## config.mk

```make
export PLATFORM = sky130hd
export DESIGN_NAME = inst_sequencer
export DESIGN_NICKNAME = d
export VERILOG_FILES = /design/src/rtl/inst_sequencer_pkg.sv /design/src/rtl/inst_sequencer_inst_ram.sv /design/src/rtl/inst_sequencer.sv
export SDC_FILE = /design/constraint.sdc
export NUM_CORES = 1
export LEC_CHECK = 0
export BUFFER_PORTS_ARGS = -buffer_cell sky130_fd_sc_hd__buf_2
export CORE_MARGIN = 4
export CORE_UTILIZATION = 45
export DETAILED_ROUTE_END_ITERATION = 16
export GPL_TIMING_DRIVEN = 0
export SKIP_CTS_REPAIR_TIMING = 1
export SYNTH_ARGS = -nofsm -noshare
export SYNTH_HDL_FRONTEND = slang
export SYNTH_SLANG_ARGS = --single-unit
```

## constraint.sdc

```tcl
create_clock -name clk -period 3.27 [get_ports clk]
set_input_delay 0.8175 -clock clk [delete_from_list [all_inputs] [get_ports clk]]
set_output_delay 0.8175 -clock clk [all_outputs]
set_load 0.03 [all_outputs]
```

## src/rtl/inst_sequencer_pkg.sv

```systemverilog
// -----------------------------------------------------------------------------
// inst_sequencer_pkg
// Shared definitions for the instruction sequencer that feeds the PE-array
// control decoder: default geometry, instruction word layout, opcode values
// and the sequencer FSM state type.
// -----------------------------------------------------------------------------
package inst_sequencer_pkg;

    // Default geometry (the top-level parameters default to these).
    localparam int DEF_DEPTH      = 16;
    localparam int DEF_AW         = 4;
    localparam int DEF_REP_W      = 5;
    localparam int DEF_PIPE_DELAY = 6;

    // Instruction word layout: opcode sits above the repeat-count field.
    localparam int OP_W = 3;

    // Decoder opcodes. LOAD doubles as the idle/no-op value on the bus.
    typedef enum logic [OP_W-1:0] {
        OP_LOAD   = 3'b000,
        OP_ADD    = 3'b001,
        OP_SUB    = 3'b010,
        OP_MUL    = 3'b100,
        OP_MULADD = 3'b101,
        OP_MULSUB = 3'b110,
        OP_MAX    = 3'b111
    } opcode_e;

    typedef enum logic [1:0] {
        S_IDLE,
        S_ISSUE,
        S_DRAIN
    } state_e;

    // Width of the in-flight counter: enough for PIPE_DELAY outstanding
    // operations plus one bit of headroom.
    function automatic int inflight_width(input int pipe_delay);
        return $clog2(pipe_delay + 1) + 1;
    endfunction

endpackage

```

## src/rtl/inst_sequencer_inst_ram.sv

```systemverilog
// -----------------------------------------------------------------------------
// inst_ram
// Program store for the sequencer: DEPTH x W distributed RAM with one
// synchronous write port and one asynchronous read port.
//
// Ports:
//   clk    in  clock
//   we     in  write enable
//   waddr  in  write address
//   wdata  in  write data
//   raddr  in  read address
//   rdata  out read data (combinational from raddr)
// -----------------------------------------------------------------------------
module inst_ram #(
    parameter int DEPTH = 16,
    parameter int AW    = 4,
    parameter int W     = 8
) (
    input  logic          clk,
    input  logic          we,
    input  logic [AW-1:0] waddr,
    input  logic [W-1:0]  wdata,
    input  logic [AW-1:0] raddr,
    output logic [W-1:0]  rdata
);

    logic [W-1:0] mem [DEPTH];

    // NOTE: the array has no reset on purpose; resetting it would turn the
    // distributed RAM into a bank of flops and the program must survive rst.
    always_ff @(posedge clk) begin
        if (we) begin
            mem[waddr] <= wdata;
        end
    end

    assign rdata = mem[raddr];

endmodule

```

## src/rtl/inst_sequencer.sv

```systemverilog
// -----------------------------------------------------------------------------
// inst_sequencer
// Holds a host-loaded program and issues it to the PE-array control decoder,
// one instruction per non-stalled cycle, each repeated rep+1 times. Tracks
// operations in flight through the decoder pipeline via the returned dout_v
// and pulses done once the pipeline has drained.
//
// Ports:
//   clk       in  clock
//   rst       in  synchronous active-high reset
//   wr_en     in  program write strobe (honoured only while idle)
//   wr_addr   in  program write address
//   wr_data   in  instruction word {opcode[2:0], repeat[REP_W-1:0]}
//   prog_len  in  number of instructions to run, sampled on start
//   start     in  single-cycle run request (ignored while busy)
//   stall     in  hold issue for this cycle
//   dout_v    in  completion strobe returned from the decoder
//   inst_v    out instruction valid to decoder (registered)
//   opcode    out opcode to decoder, 000 whenever inst_v is low (registered)
//   busy      out high from accepted start through the done cycle
//   done      out one-cycle completion pulse
//   err       out sticky: dout_v seen with nothing in flight
// -----------------------------------------------------------------------------
module inst_sequencer
    import inst_sequencer_pkg::*;
#(
    parameter int DEPTH      = DEF_DEPTH,
    parameter int AW         = DEF_AW,
    parameter int REP_W      = DEF_REP_W,
    parameter int PIPE_DELAY = DEF_PIPE_DELAY
) (
    input  logic              clk,
    input  logic              rst,
    input  logic              wr_en,
    input  logic [AW-1:0]     wr_addr,
    input  logic [OP_W+REP_W-1:0] wr_data,
    input  logic [AW:0]       prog_len,
    input  logic              start,
    input  logic              stall,
    input  logic              dout_v,
    output logic              inst_v,
    output logic [OP_W-1:0]   opcode,
    output logic              busy,
    output logic              done,
    output logic              err
);

    localparam int WORD_W = OP_W + REP_W;
    localparam int CNT_W  = inflight_width(PIPE_DELAY);

    state_e            state;
    logic [AW-1:0]     pc;
    logic [REP_W-1:0]  rep_cnt;
    logic [AW:0]       len;
    logic [CNT_W-1:0]  inflight;

    logic              accept_start;
    logic              issue_slot;
    logic [AW-1:0]     cur_pc;
    logic [REP_W-1:0]  cur_rep;
    logic [AW:0]       cur_len;
    logic [WORD_W-1:0] rd_word;
    logic              rep_done;
    logic              last_instr;
    logic [CNT_W-1:0]  inflight_next;

    // Writes only land while the sequencer is idle and not in its done cycle.
    inst_ram #(
        .DEPTH (DEPTH),
        .AW    (AW),
        .W     (WORD_W)
    ) u_ram (
        .clk   (clk),
        .we    (wr_en && (state == S_IDLE) && !busy),
        .waddr (wr_addr),
        .wdata (wr_data),
        .raddr (cur_pc),
        .rdata (rd_word)
    );

    // The first instruction is issued on the same edge that accepts start,
    // so while idle the issue context is taken from the start inputs
    // (PC 0, repeat 0, prog_len) rather than from the registers.
    // NOTE: every always_comb output gets a default first so no path leaves
    // a signal unassigned and no latch is inferred.
    always_comb begin
        accept_start = 1'b0;
        issue_slot   = 1'b0;
        cur_pc       = pc;
        cur_rep      = rep_cnt;
        cur_len      = len;

        if (state == S_IDLE) begin
            accept_start = start && !busy;
            issue_slot   = accept_start && (prog_len != '0);
            cur_pc       = '0;
            cur_rep      = '0;
            cur_len      = prog_len;
        end else if (state == S_ISSUE) begin
            issue_slot   = 1'b1;
        end
    end

    assign rep_done   = (cur_rep == rd_word[REP_W-1:0]);
    assign last_instr = ({1'b0, cur_pc} == (cur_len - (AW+1)'(1)));

    // Issue and completion in the same cycle cancel; a completion with
    // nothing in flight is an error and must not wrap the counter.
    always_comb begin
        inflight_next = inflight;
        case ({inst_v, dout_v})
            2'b10:   inflight_next = inflight + 1'b1;
            2'b01:   inflight_next = (inflight == '0) ? '0 : inflight - 1'b1;
            default: inflight_next = inflight;
        endcase
    end

    // NOTE: all state here uses non-blocking assignments so every register
    // samples pre-edge values; later assignments in the block override
    // earlier defaults within the same edge.
    always_ff @(posedge clk) begin
        if (rst) begin
            state    <= S_IDLE;
            pc       <= '0;
            rep_cnt  <= '0;
            len      <= '0;
            inflight <= '0;
            inst_v   <= 1'b0;
            opcode   <= OP_LOAD;
            busy     <= 1'b0;
            done     <= 1'b0;
            err      <= 1'b0;
        end else begin
            inflight <= inflight_next;
            if (dout_v && (inflight == '0)) begin
                err <= 1'b1;
            end

            inst_v <= 1'b0;
            opcode <= OP_LOAD;
            done   <= 1'b0;

            case (state)
                S_IDLE: begin
                    busy <= 1'b0;
                    if (accept_start) begin
                        busy    <= 1'b1;
                        len     <= prog_len;
                        pc      <= '0;
                        rep_cnt <= '0;
                        state   <= (prog_len == '0) ? S_DRAIN : S_ISSUE;
                    end
                end
                S_ISSUE: begin
                end
                S_DRAIN: begin
                    if (inflight_next == '0) begin
                        done  <= 1'b1;
                        state <= S_IDLE;
                    end
                end
                default: state <= S_IDLE;
            endcase

            // A stalled slot leaves PC/repeat at their current values.
            if (issue_slot && !stall) begin
                inst_v <= 1'b1;
                opcode <= rd_word[WORD_W-1:REP_W];
                if (rep_done) begin
                    rep_cnt <= '0;
                    if (last_instr) begin
                        state <= S_DRAIN;
                    end else begin
                        pc <= cur_pc + 1'b1;
                    end
                end else begin
                    rep_cnt <= cur_rep + 1'b1;
                end
            end
        end
    end

endmodule
```

# After elaboration in Yosys (flattened, before gate mapping)
# Memory sizes are Yosys's and may differ from the RTL's.
# Cells that the tools add are included.
# totals
ff_bits	27
latch_bits	0
mem_bits_rw	128
rom_bits	0
input_bits	23
output_inout_bits	7
elab_cells	72
n_memories	1
# classes
addsub	5
mul	0
n_div	0
magnitude_cmp	0
n_eq_ne	6
shifts	0
n_mux	29
n_bitwise	2
n_reduce_logical	19
# mem_list
name	depth	word_bits	read_ports	rd_clocked_by_memory_dff	wr	line	source
u_ram.mem	16	8	1	0	1	inst_sequencer_inst_ram.sv:27	logic [W-1:0] mem [DEPTH];
# op_table
cell	n
$mux 5	6
$mux 4	7
$mux 2	6
$add 4x1->4 const B	2
$logic_not 4->1	2
$mux 1	8
$pmux 4 s2	1
$logic_and 1x1->1	6
$pmux 2 s3	1
$add 5x1->5 const B	1
$eq 4x5->1	1
$eq 5x5->1	1
$logic_not 5->1	1
$reduce_bool 5->1	1
$sub 5x1->5 const B	1
$eq 2x1->1 const B	2
$eq 2x2->1 const B	2
$reduce_and 2->1	2
$reduce_bool 2->1	2
$reduce_or 2->1	2
$sub 4x1->4 const B	1
$logic_not 1->1	2
$logic_not 2->1	1
$not 1->1	2

# Depth between registers and ports, before layout
# depth
depth_word	9
depth_mapped	12
ltp_nobuf	10

# Modules after synthesis
# A second synthesis with hierarchy kept.
# hier_totals
cells_unflattened	425
hier_area_um2	6640.1
# modules_own_cells
module	n_inst	cells_each	area_each_um2	seq_area_each_um2
inst_ram	1	221	4987.3	3843.7
inst_sequencer	1	204	1652.8	540.5

# Least setup slack after synthesis
# OpenSTA, ideal clock, no wires.
# synth_timing
kind	flip-flop to flip-flop
from	register state[1]
to	register pc[3]
setup_ps	96
t_arrival_ps	2733
required_time_ps	3174
slack_ps	441
stages_incl_launch_ff	13
n_path_buf	2
period_less_slack_ps	2829
cell_sequence	dfxtp_1 -> nor2_1 -> buf_2 -> buf_2 -> mux2i_1 -> ha_1 -> xnor2_1 -> nor3_1 -> a31oi_1 -> or3_1 -> and2_1 -> a2111o_1 -> o41ai_2
# synth_via
elab_chain_len	7
word_cells_on_any_way	19
classes_between	2 x add/sub; 3 x eq/ne; 11 x mux; 2 x reduce/logical; 1 x memory
# synth_rtl
item	line	source
start: declaration	inst_sequencer.sv:51	state_e state;
start signal: assignment	inst_sequencer.sv:151	state <= (prog_len == '0) ? S_DRAIN : S_ISSUE;
$logic_not 2->1	inst_sequencer.sv:93, inst_sequencer.sv:143	
$mux 5 or $mux 1 (tied branches)	inst_sequencer.sv:93	if (state == S_IDLE) begin
$sub 5x1->5 or $mux 4 (tied branches)	inst_sequencer.sv:105, inst_sequencer.sv:146	
$eq 4x5->1 or $mux 4 (tied branches)	inst_sequencer.sv:105, inst_sequencer.sv:143	
$mux 4	inst_sequencer.sv:171	if (last_instr) begin
$mux 4	inst_sequencer.sv:169	if (rep_done) begin
$mux 4 (*)	inst_sequencer.sv:166	if (issue_slot && !stall) begin
end signal: assignment	inst_sequencer.sv:174	pc <= cur_pc + 1'b1;
end: declaration	inst_sequencer.sv:52	logic [AW-1:0] pc;
# Mark *: on every way between the ends. The rest lies on a longest branch, timed or not.
# A chain may end at the register's enable or synchronous reset.

# Worst setup path after layout
# layout_timing
from	register pc[0]
to	register pc[2]
# layout_via
elab_chain_len	5
word_cells_on_any_way	8
classes_between	1 x add/sub; 2 x eq/ne; 4 x mux; 1 x memory
# layout_rtl
item	line
$mux 4 (*)	inst_sequencer.sv:93
$mem_v2 16x8 (tied with other cells)	--
$eq 5x5->1 or $mux 4 (tied branches)	inst_sequencer.sv:104, inst_sequencer.sv:171
$mux 4 (*)	inst_sequencer.sv:169
$mux 4 (*)	inst_sequencer.sv:166
# Marks and branches as above.

==> run_results.csv <==
group,metric,value,unit
sta,hold_viol_final,0,
clocking,cts_sinks,155,
sta,min_period_over_period,94.7,%
placed_design,port-buffer-count,29,
setup_path,endpoint_kind,"register",
synthesis,synthXorXnorAreaFrac,1.53,%
power,pwr-share-clk,47.8,%
synthesis,synth_compound_area_share,12.2,%
sta,worstMarginPinSlew,0.944,ns
grt,grt_first_pass_wirelength,26400,um
synthesis,synth-simple-area-share,10.8,%
clocking,clock_latency,0.43,ns
cells_and_area,syn_to_final_growth,16.6,%
synthesis,synth_top_flop_cell,"edfxtp_1",
power,p_switching,1.01,mW
synthesis,syn_area,6850,um^2
power,switching_share,21.8,%
grt,grt_pass1_vias,4562,
power,p_leak,2.70,nW
cells_and_area,final_cell_mix,"edfxtp_1, buf_2, nand2_1",
cells_and_area,final_common_cell,"edfxtp_1",
setup_path,crit_fanout,10,
synthesis,yosys_warnings,0,
floorplanning,start_util,46.6,%
placed_design,dpl.hpwl,11900,um
synthesis,synth_mux_area_share,7.06,%
detailed_routing,vias_per_cell,6.05,
synthesis,synth_cells,528,
clocking,root_buffer,"clkbuf_16",
cells_and_area,nets,609,
cells_and_area,drive_gt1_share,19.9,%
status,status,"finished, final reports clean",
detailed_routing,first_pass_iters,5,
clocking,path_clk_slew,0.06,ns
sta,timing.hold.ws,0.467,ns
floorplanning,design.core.area,14700,um^2
floorplanning,placementRows,44,
min_path,hold_path.class,"reg -> reg",
floorplanning,io_pins,30,
setup_path,path_class,"reg -> reg",
cells_and_area,insertedDiodeCount,0,
power,pwr-share-comb,5.1,%
power,total_power,4.62,mW
synthesis,ys_types,69,
clocking,numCtsBuffers,17,
sta,skew,0.0105,ns
sta,fin_crit,3.10,ns
synthesis,syn-num-nets,558,
sta,drv_slew,0,
power,seqPwrFrac,47.1,%
grt,antenna_found_initial,0,
grt,grt_max_degree,17,
detailed_routing,wl_per_cell,22.0,um
grt,grt-ovfl-total,0,
sta,fmax,0.323,GHz
floorplanning,die_y,131,um
synthesis,synth_edf_count,128,
placed_design,gp_congestion,0.865,
cells_and_area,fin_cells,776,
power,power_density,578,nW/um^2
synthesis,synth_top_family_by_area,"compound AO/OA/AOI/OAI gates",
clocking,cts_tree,"yes",
synthesis,synth-adder-area-share,1.28,%
setup_path,required,3.59,ns
synthesis,synthArstFlopShare,0,%
synthesis,ys_ff_latch,155,
power,power.internal,3.62,mW
flow_run,maxCapViolCount,0,
grt,grt_usage,20.0,%
sta,rsz0062_at_grt,"false",
sta,setup_tns,0,ns
detailed_routing,vias,4693,
sta,finalSetupViolCount,0,
clocking,cts_buffer_depth,2,
floorplanning,die-width,131,um
setup_path,setup.worst_path.start_class,"register",
sta,slew_headroom,36.8,%
floorplanning,die-area,17300,um^2
placed_design,placedCellCount,744,
detailed_routing,drt_iter0_markers,474,
power,irDropWorstVdd,0.350,mV
setup_path,r2r_slack,0.17,ns
detailed_routing,ant_nets,0,
detailed_routing,drc,0,
synthesis,synth_area_per_cell,13.0,um^2
setup_path,cp.arrival,3.41,ns
synthesis,seq_area_frac_synth,64.0,%
clocking,cts_htree_levels,4,
detailed_routing,drt-total-wl,17100,um
worst paths after layout:
kind	start	to	cells after the start
setup / recovery	pc[0]	pc[2]	11
hold / removal	err	err	2
setup reg to reg	pc[0]	pc[2]	11
hold reg to reg	err	err	2
metal layers:
layer  track usage, %  share of wire (%)  vias to the layer above
met5                0                  0                        -
met2             31.3                 46                      173
met1             27.4                 44                     2344
met3             5.24                7.5                       29
li1                 -                  -                     2147
met4             6.71                2.1                        0
cell usage after synthesis (7+ instances only):
| master | number | area share [%] |
|---|---|---|
| a21oi_1 | 30 | 2.2 |
| buf_2 | 10 | 0.73 |
| clkbuf_1 | 10 | 0.55 |
| dfxtp_1 | 27 | 7.9 |
| edfxtp_1 | 128 | 56 |
| ha_1 | 7 | 1.3 |
| inv_1 | 16 | 0.88 |
| mux2_2 | 11 | 1.8 |
| mux2i_1 | 24 | 3.5 |
| nand2_1 | 36 | 2.0 |
| nand2b_1 | 7 | 0.64 |
| nand3_1 | 10 | 0.73 |
| nor2_1 | 37 | 2.0 |
| nor3_1 | 29 | 2.1 |
| o21ai_0 | 11 | 0.80 |
| o221ai_1 | 10 | 1.3 |
| o22ai_1 | 14 | 1.3 |
| xnor2_1 | 11 | 1.4 |
cells by family (layout without fill, tap and decap cells):
family                     Yosys count  after routing
AOI/OAI and AO/OA                  116            116
adders and majority gates            7              7
and+or+nand+nor                    152            152
muxes                               41             41
DFF                                155            155
buffers and inverters               45            109
xor gates and xnor gates            12             12
per-stage QoR:
stage	setup slack [ns]	cell area, um^2	utilization [%]
2_1_floorplan	0.441	6850	-
3_3_place_gp	-0.608	7230	49.2
3_5_place_dp	-0.211	7280	49.5
4_1_cts	-0.218	7950	54.1
5_1_grt	0.00258	8000	54.4
6_report	0.173	8000	54.4
critical path: stages (launching register included):
cell	delay [ns]
dfxtp_1	0.51
buf_6	0.23
buf_6	0.19
buf_4	0.22
nor3_1	0.08
o41ai_1	0.50
o22ai_1	0.25
xor2_1	0.21
nor2_1	0.15
and3b_4	0.25
nand2_2	0.10
mux2_4	0.31
area by class of cell:
type	count	area, um^2
clock buffers	18	429
repair buffers	32	179
clock inverters	14	233
multi-input cells	328	2310
flip-flops and latches	155	4380
fillers	1221	6700
inverters	17	63.8
plain buffers	28	164
well taps	184	230
power by group through the flow:
stage / registers [mW] / clock network [mW] / logic [mW]
finish: 2.18 / 2.21 / 0.236
global route: 2.18 / 2.32 / 0.261
CTS: 2.18 / 2.24 / 0.229
detailed placement: 2.22 / 0 / 0.228
global placement: 2.22 / 0 / 0.217
floorplan: 2.22 / 0 / 0.127
sequential cells by signal, summed over array words and instances (netlist names):
register and count:
u_ram.mem 128, len 5, rep_cnt 5, inflight 4, pc 4, opcode 3, state 2, busy 1
done 1, err 1, inst_v 1
(Power assumes the default switching activity.)
